File: src/rtl/bm_dag_pipe_param_if.sv
// Handshake/data bundle for bm_dag_pipe_param: upstream offer, downstream result and counter.
// Carries out_par only when DAG_PARITY_EN is defined.
interface bm_dag_pipe_param_if #(
    parameter int unsigned WIDTH    = 2,
    parameter int unsigned CNT_BITS = 8
);
    logic                in_valid;
    logic                in_ready;
    logic [WIDTH-1:0]    a_in;
    logic [WIDTH-1:0]    b_in;
    logic [1:0]          op_sel;
    logic                c_in;
    logic                d_in;
    logic                out_valid;
    logic                out_ready;
    logic [WIDTH-1:0]    out0;
    logic                out1;
    logic [CNT_BITS-1:0] count;
`ifdef DAG_PARITY_EN
    logic                out_par;
`endif

    modport master (
        output in_valid, a_in, b_in, op_sel, c_in, d_in, out_ready,
`ifdef DAG_PARITY_EN
        input  out_par,
`endif
        input  in_ready, out_valid, out0, out1, count
    );

    modport slave (
        input  in_valid, a_in, b_in, op_sel, c_in, d_in, out_ready,
`ifdef DAG_PARITY_EN
        output out_par,
`endif
        output in_ready, out_valid, out0, out1, count
    );
endinterface

File: src/rtl/bm_dag_pipe_param.sv
// Back-pressured DEPTH-stage XOR-reconvergent DAG pipeline with a c&d side path and result counter.
// Optional registered parity output enabled by the DAG_PARITY_EN macro.
module bm_dag_pipe_param #(
    parameter int unsigned WIDTH    = 2,
    parameter int unsigned DEPTH    = 3,
    parameter int unsigned CNT_BITS = 8
) (
    input  logic               clock,
    input  logic               reset_n,
    bm_dag_pipe_param_if.slave bus
);
    logic [DEPTH-1:0]            valid_q;
    logic [DEPTH-1:0][WIDTH-1:0] p_q;
    logic [DEPTH-1:0][WIDTH-1:0] x_q;
    logic [DEPTH-1:0][WIDTH-1:0] ra_q;
    logic [DEPTH-1:0]            s_q;

    logic                        out_valid_q;
    logic [WIDTH-1:0]            out0_q;
    logic                        out1_q;
    logic [CNT_BITS-1:0]         count_q;
`ifdef DAG_PARITY_EN
    logic                        out_par_q;
`endif

    logic                        stall;
    logic                        accept;
    logic                        deliver;
    logic [WIDTH-1:0]            op_res;
    logic [WIDTH-1:0]            dag_res;

    always_comb begin
        op_res = '0;
        case (bus.op_sel)
            2'b00:   op_res = bus.a_in & bus.b_in;
            2'b01:   op_res = bus.a_in | bus.b_in;
            2'b10:   op_res = bus.a_in ^ bus.b_in;
            default: op_res = ~(bus.a_in ^ bus.b_in);
        endcase
    end

    // A single global stall freezes every stage, so in_ready depends only on the output register.
    assign stall   = out_valid_q & ~bus.out_ready;
    assign accept  = bus.in_valid & ~stall;
    assign deliver = out_valid_q & bus.out_ready;
    assign dag_res = p_q[DEPTH-1] & x_q[DEPTH-1];

    always_ff @(posedge clock) begin
        if (!reset_n) begin
            valid_q     <= '0;
            p_q         <= '0;
            x_q         <= '0;
            ra_q        <= '0;
            s_q         <= '0;
            out_valid_q <= 1'b0;
            out0_q      <= '0;
            out1_q      <= 1'b0;
            count_q     <= '0;
`ifdef DAG_PARITY_EN
            out_par_q   <= 1'b0;
`endif
        end else begin
            if (!stall) begin
                valid_q[0] <= accept;
                p_q[0]     <= op_res;
                x_q[0]     <= op_res;
                ra_q[0]    <= bus.a_in;
                s_q[0]     <= bus.c_in & bus.d_in;
                // Each stage re-XORs the carried operand A, so x alternates between OP and A^OP.
                for (int unsigned k = 1; k < DEPTH; k++) begin
                    valid_q[k] <= valid_q[k-1];
                    p_q[k]     <= p_q[k-1];
                    x_q[k]     <= ra_q[k-1] ^ x_q[k-1];
                    ra_q[k]    <= ra_q[k-1];
                    s_q[k]     <= s_q[k-1];
                end
                out_valid_q <= valid_q[DEPTH-1];
                out0_q      <= dag_res;
                out1_q      <= s_q[DEPTH-1];
`ifdef DAG_PARITY_EN
                out_par_q   <= ^dag_res;
`endif
            end
            if (deliver) begin
                count_q <= count_q + CNT_BITS'(1);
            end
        end
    end

    assign bus.in_ready  = ~stall;
    assign bus.out_valid = out_valid_q;
    assign bus.out0      = out0_q;
    assign bus.out1      = out1_q;
    assign bus.count     = count_q;
`ifdef DAG_PARITY_EN
    assign bus.out_par   = out_par_q;
`endif
endmodule

File: src/flat_wrapper.sv
// flat-port wrapper written by rule: the top's interface ports become plain ports
module bm_dag_pipe_param_flat 
#(
    parameter int unsigned WIDTH    = 2,
    parameter int unsigned DEPTH    = 3,
    parameter int unsigned CNT_BITS = 8
)
  (clock, reset_n, bus_in_valid, bus_a_in, bus_b_in, bus_op_sel, bus_c_in, bus_d_in, bus_out_ready, bus_in_ready, bus_out_valid, bus_out0, bus_out1, bus_count);
  bm_dag_pipe_param_if #(.WIDTH(WIDTH), .CNT_BITS(CNT_BITS)) bus_i ();
  input  logic clock;
  input  logic reset_n;
  input wire logic [$bits(bus_i.in_valid)-1:0] bus_in_valid;
  input wire logic [$bits(bus_i.a_in)-1:0] bus_a_in;
  input wire logic [$bits(bus_i.b_in)-1:0] bus_b_in;
  input wire logic [$bits(bus_i.op_sel)-1:0] bus_op_sel;
  input wire logic [$bits(bus_i.c_in)-1:0] bus_c_in;
  input wire logic [$bits(bus_i.d_in)-1:0] bus_d_in;
  input wire logic [$bits(bus_i.out_ready)-1:0] bus_out_ready;
  output wire logic [$bits(bus_i.in_ready)-1:0] bus_in_ready;
  output wire logic [$bits(bus_i.out_valid)-1:0] bus_out_valid;
  output wire logic [$bits(bus_i.out0)-1:0] bus_out0;
  output wire logic [$bits(bus_i.out1)-1:0] bus_out1;
  output wire logic [$bits(bus_i.count)-1:0] bus_count;
  assign bus_i.in_valid = bus_in_valid;
  assign bus_i.a_in = bus_a_in;
  assign bus_i.b_in = bus_b_in;
  assign bus_i.op_sel = bus_op_sel;
  assign bus_i.c_in = bus_c_in;
  assign bus_i.d_in = bus_d_in;
  assign bus_i.out_ready = bus_out_ready;
  assign bus_in_ready = bus_i.in_ready;
  assign bus_out_valid = bus_i.out_valid;
  assign bus_out0 = bus_i.out0;
  assign bus_out1 = bus_i.out1;
  assign bus_count = bus_i.count;
  bm_dag_pipe_param #(.WIDTH(WIDTH), .DEPTH(DEPTH), .CNT_BITS(CNT_BITS)) u_core (.clock(clock), .reset_n(reset_n), .bus(bus_i));
endmodule
File: config.mk
export PLATFORM = sky130hd
export DESIGN_NAME = bm_dag_pipe_param_flat
export DESIGN_NICKNAME = d
export VERILOG_FILES = /design/src/rtl/bm_dag_pipe_param_if.sv /design/src/rtl/bm_dag_pipe_param.sv /design/src/flat_wrapper.sv
export SDC_FILE = /design/constraint.sdc
export NUM_CORES = 1
export LEC_CHECK = 0
export ABC_AREA = 1
export CAP_MARGIN = 25
export CELL_PAD_IN_SITES_DETAIL_PLACEMENT = 1
export CELL_PAD_IN_SITES_GLOBAL_PLACEMENT = 1
export CORE_MARGIN = 2
export CORE_UTILIZATION = 32
export DETAILED_ROUTE_END_ITERATION = 8
export HOLD_SLACK_MARGIN = 0.15
export PLACE_DENSITY = 0.68
export RECOVER_POWER = 50
export REMOVE_ABC_BUFFERS = 1
export SYNTH_ARGS = -nofsm -noshare
export SYNTH_HDL_FRONTEND = slang
export SYNTH_SLANG_ARGS = --single-unit
export TNS_END_PERCENT = 50
File: constraint.sdc
create_clock -name clock -period 3.25 [get_ports clock]
set_input_delay 0.65 -clock clock [delete_from_list [all_inputs] [get_ports clock]]
set_output_delay 0.65 -clock clock [all_outputs]
set_load 0.01 [all_outputs]
Yosys cells after proc, flatten, opt, wreduce, memory -nomap -nowiden
Cells that the tools add are included.

operators by class
  bitwise logic cells = 13
  add/subtract/negate cells = 1
  equal/unequal tests = 2
  reduce and logical (&&, ||, !) cells = 1
  muxes and demuxes = 1

operators by type and width
  kind                   count
  $add A8 B1 Y8 const B  1
  $pmux W2 S3            1
  $xor A2 B2 Y2          3
  $and A1 B1 Y1          4
  $and A2 B2 Y2          2
  $eq A2 B1 Y1 const B   1
  $eq A2 B2 Y1 const B   1
  $logic_not A2 Y1       1
  $not A1 Y1             2
  $not A2 Y2             1
  $or A2 B2 Y2           1

storage, ports and cells
  register bits after elaboration = 32
  word-level logic and storage cells = 31
  input port bits = 12

Depth between registers and ports, before layout
  depth after elaboration = 4
  gate-level depth with buffers = 8

Worst setup path after synthesis
No wires, ideal clock.

  kind = input -> output
  start = in bus_out_ready
  end = out bus_in_ready
  arrival = 1.046 ns
  slack = 1.554 ns
  path buffers = 2
  data required time = 2.600 ns
  cell stages on the path = 4
  path through = inv_1 -> nand2_2 -> buf_6 -> buf_12

between the ends
  longest elaborated chain between the ends = 3

ends and longest elaborated chain
  element          RTL line                 text
  start, declared  flat_wrapper.sv:18       input wire logic [$bits(bus_i.out_ready)-1:0] bus_out_ready;
  $not A1 Y1       bm_dag_pipe_param.sv:43  assign stall = out_valid_q & ~bus.out_ready;
  $and A1 B1 Y1    bm_dag_pipe_param.sv:43
  $not A1 Y1       bm_dag_pipe_param.sv:90  assign bus.in_ready = ~stall;
  end, declared    flat_wrapper.sv:19       output wire logic [$bits(bus_i.in_ready)-1:0] bus_in_ready;

No other way between the ends.

Final worst setup path
  start = in bus_out_ready
  end = reg u_core.x_q[2] (netlist bit)

between the ends
  longest elaborated chain between the ends = 2

ends and longest elaborated chain
  element                        RTL line                 text
  $not A1 Y1                     bm_dag_pipe_param.sv:43
  $and A1 B1 Y1                  bm_dag_pipe_param.sv:43
  end signal, assigned by index  bm_dag_pipe_param.sv:73  x_q[k] <= ra_q[k-1] ^ x_q[k-1];
  end, declared                  bm_dag_pipe_param.sv:14  logic [DEPTH-1:0][WIDTH-1:0] x_q;

No other way between the ends.
A chain may end at the register's enable or synchronous reset.

==> impl_metrics.yaml <==
run_status:
  status: "completed"
floorplanning:
  dieWidth_um: 71.29
  rows: 24
  coreArea_um2: 4354
  initial_core_util: 0.3328
  die-area_um2: 5082
  die_y_um: 71.29
  ios: 25
logic_synthesis:
  synthSimpleGateAreaFrac: 0.2763
  synth-edff-count: 0
  yosysUniqueCellTypes: 25
  netlist_area_um2: 1449
  synth_xor_area_frac: 0.006045
  yosys.area.top_type: "dfxtp_1"
  synth_seq_area_share: 0.4421
  async_reset_ff_frac: 0
  synth_top_area_share: 0.4421
  yosys_register_bits: 32
  synth_cells: 189
  synth_area_per_cell_um2: 7.666
  ys.flop_type: "dfxtp_1"
  yosysMostFrequentCell: "dfxtp_1"
  synth_commonest_cells: "32 x dfxtp_1, 31 x nor2_1, 27 x nand2_1"
  synthAdderAreaFrac: 0.04318
  synth_compound_area_frac: 0.1304
  ys_top_cells_by_area: "dfxtp_1 44%, nor2_1 8.0%, nand2_1 7.0%, inv_1 5.2%, o21ai_0 5.2%"
  ys_warn_count: 0
  synth_top_family_by_area: "simple AND/OR/NAND/NOR gates"
  synth_mux_area_frac: 0
layout:
  areaGrowthSynthToFinish_pct: 23.23
  nets: 231
  post-route-util: 0.4101
  drive_gt1_frac: 0.1023
  diodes: 0
clock_tree:
  cts_resized: 0
  cts_tree: "yes"
  htreeDepth: 2
  cts-hold-fix-buffers: 0
  cts.path.max_buffers: 2
  path_clk_slew_ns: 0.07
  cts.sinks: 32
  root_buffer: "clkbuf_8"
  cts_buffers: 5
  clk_latency_ns: 0.28
  cts_setup_buffers: 0
global_route:
  grt_max_degree: 30
  grt_pass1_vias: 1248
  overflow: 0
  grt_usage: 0.1359
  grt_pass1_wl_um: 5437
  antenna_found_initial: 0
route:
  firstDrtPassIters: 4
  drt_wl_total_um: 3095
  drt_iter0_drc: 39
  wl_per_cell_um: 11.59
  ant_nets: 0
  detail_route.drc_violations: 0
  vias: 1280
  drt-vias-per-instance: 4.794
setup_path:
  critPathLaunchType: "input port"
  worstSetupPathType: "input port to flip-flop"
  cp_slowest_stage_delay_ns: 0.92
  critPathSlowestCell: "clkbuf_1"
  endpoint_kind: "flip-flop"
  critPathMaxFanout: 29
  cp_common_cell: "nand2_1"
  crit_path_cell_trace: "clkdlybuf4s50_1, inv_1, nand2_1, clkbuf_1, inv_4, nand2_1, a31oi_1"
  worstPathArrival_ns: 2.79
  crit_required_ns: 3.41
pwr:
  vdd_drop_max_uv: 181.2
  power.leakage_nw: 0.7322
  power-per-cell-area_nw_per_um2: 452.0
place:
  gp_congestion: 0.7947
  hpwlAfterDp_um: 2283
  io_buffers: 24
sta:
  rsz0062_at_grt: "no"
  timing.slew.headroom: 0.1788
  tightest_slew_ns: 1.232
  skew_ns: 0.003996
  fin_crit_sh: 0.8087
  setup_viol: 0
  fin_tns_setup_ns: 0
  drv_slew: 0
  hold_viol: 0
  period_minus_slack_ns: 2.628
  clock.fmax_mhz: 380.5
job:
  drv_cap: 0
min_path:
  hold_path_class: "flip-flop to flip-flop"
-- where the power goes --
| part | internal, W | switching, W |
|---|---|---|
| logic | 0.0000354 | 0.0000388 |
| clock network | 0.000169 | 0.000144 |
| registers | 0.000409 | 0.0000105 |
-- stage by stage --
| stage | instances | cell area (µm²) | worst slack, ns | power (W) | hold slack, ns |
|---|---|---|---|---|---|
| 3_3_place_gp | 259 | 1703 | 0.7161 | 0.0005007 | 0.4559 |
| 6_report | 267 | 1785 | 0.6218 | 0.0008070 | 0.4571 |
| 5_1_grt | 267 | 1785 | 0.3642 | 0.0008501 | 0.4910 |
| 4_1_cts | 267 | 1795 | 0.7101 | 0.0008268 | 0.4693 |
| 3_5_place_dp | 259 | 1703 | 0.7225 | 0.0005052 | 0.4585 |
| 2_1_floorplan | 181 | 1383 | 1.589 | 0.0004683 | 0.4415 |
-- per-layer routing --
metal,GRT usage,wire length [µm],part of all wire
met5,0,0,0
met2,0.2284,1499,0.48
met4,0.06289,67,0.022
met3,0.04501,171,0.055
met1,0.1562,1356,0.44
-- area by class of cell --
| type | instances | area, µm² |
|---|---|---|
| clock buffer | 6 | 82.58 |
| sequential | 32 | 640.6 |
| inverter | 21 | 81.33 |
| tap | 52 | 65.06 |
| fill | 523 | 2569 |
| clock inverter | 2 | 10.01 |
| timing repair buffer | 26 | 247.7 |
| multi-input combinational | 128 | 658.1 |
-- registers in the layout, summed over array words and instances (netlist names) --
register,cells
u_core.valid_q,3
u_core.ra_q,4
u_core.bus.count,8
u_core.bus.out1,1
u_core.x_q,6
u_core.s_q,3
u_core.bus.out0,2
u_core.p_q,4
u_core.bus.out_valid,1
-- cell usage in the layout (no fill, tap or decap) --
| cell | instances |
|---|---|
| dfxtp_1 | 32 |
| nor2_1 | 31 |
| nand2_1 | 28 |
| inv_1 | 20 |
| clkdlybuf4s50_1 | 17 |
| o21ai_0 | 15 |
| nand3_1 | 13 |
| a21oi_1 | 12 |
| dlygate4sd3_1 | 7 |
| clkbuf_8 | 6 |
| ha_1 | 5 |
| o21ai_2 | 4 |
| nor2_2 | 4 |
| nand4_1 | 3 |
| a31oi_1 | 3 |
| nor3_1 | 3 |
| nor2_4 | 2 |
| clkinv_2 | 2 |
| clkbuf_1 | 2 |
| nand2_2 | 1 |
| nand3_2 | 1 |
| inv_4 | 1 |
| xnor2_1 | 1 |
| or2_2 | 1 |
| nand3b_1 | 1 |
-- cell families (layout without fill, tap and decap cells) --
logic type               count (synthesis)  in the layout
AND/OR/NAND/NOR                         88             88
AO/OA/AOI/OAI                           34             34
flip-flops                              32             32
buffers and inverters                   29             55
adder cells (fa/ha/maj)                  5              5
XOR/XNOR                                 1              1
-- worst max-delay path, delay by kind of cell --
kind | cells | cell delay, ns
AOI/OAI and AO/OA | 1 | 0.09
buffers and inverters | 4 | 1.76
and+or+nand+nor | 2 | 0.26
-- path summary, 6_finish.rpt --
path	slack, ns	startpoint	depth (start not counted)	endpoint
worst max-delay path	0.62	bus_out_ready	7	u_core.x_q[2]
worst min-delay path	0.46	u_core.bus.count[5]	2	u_core.bus.count[5]
worst max register to register	1.20	u_core.bus.out_valid	5	u_core.x_q[2]
worst min register to register	0.46	u_core.bus.count[5]	2	u_core.bus.count[5]
Power figures use the tool's default switching activity.
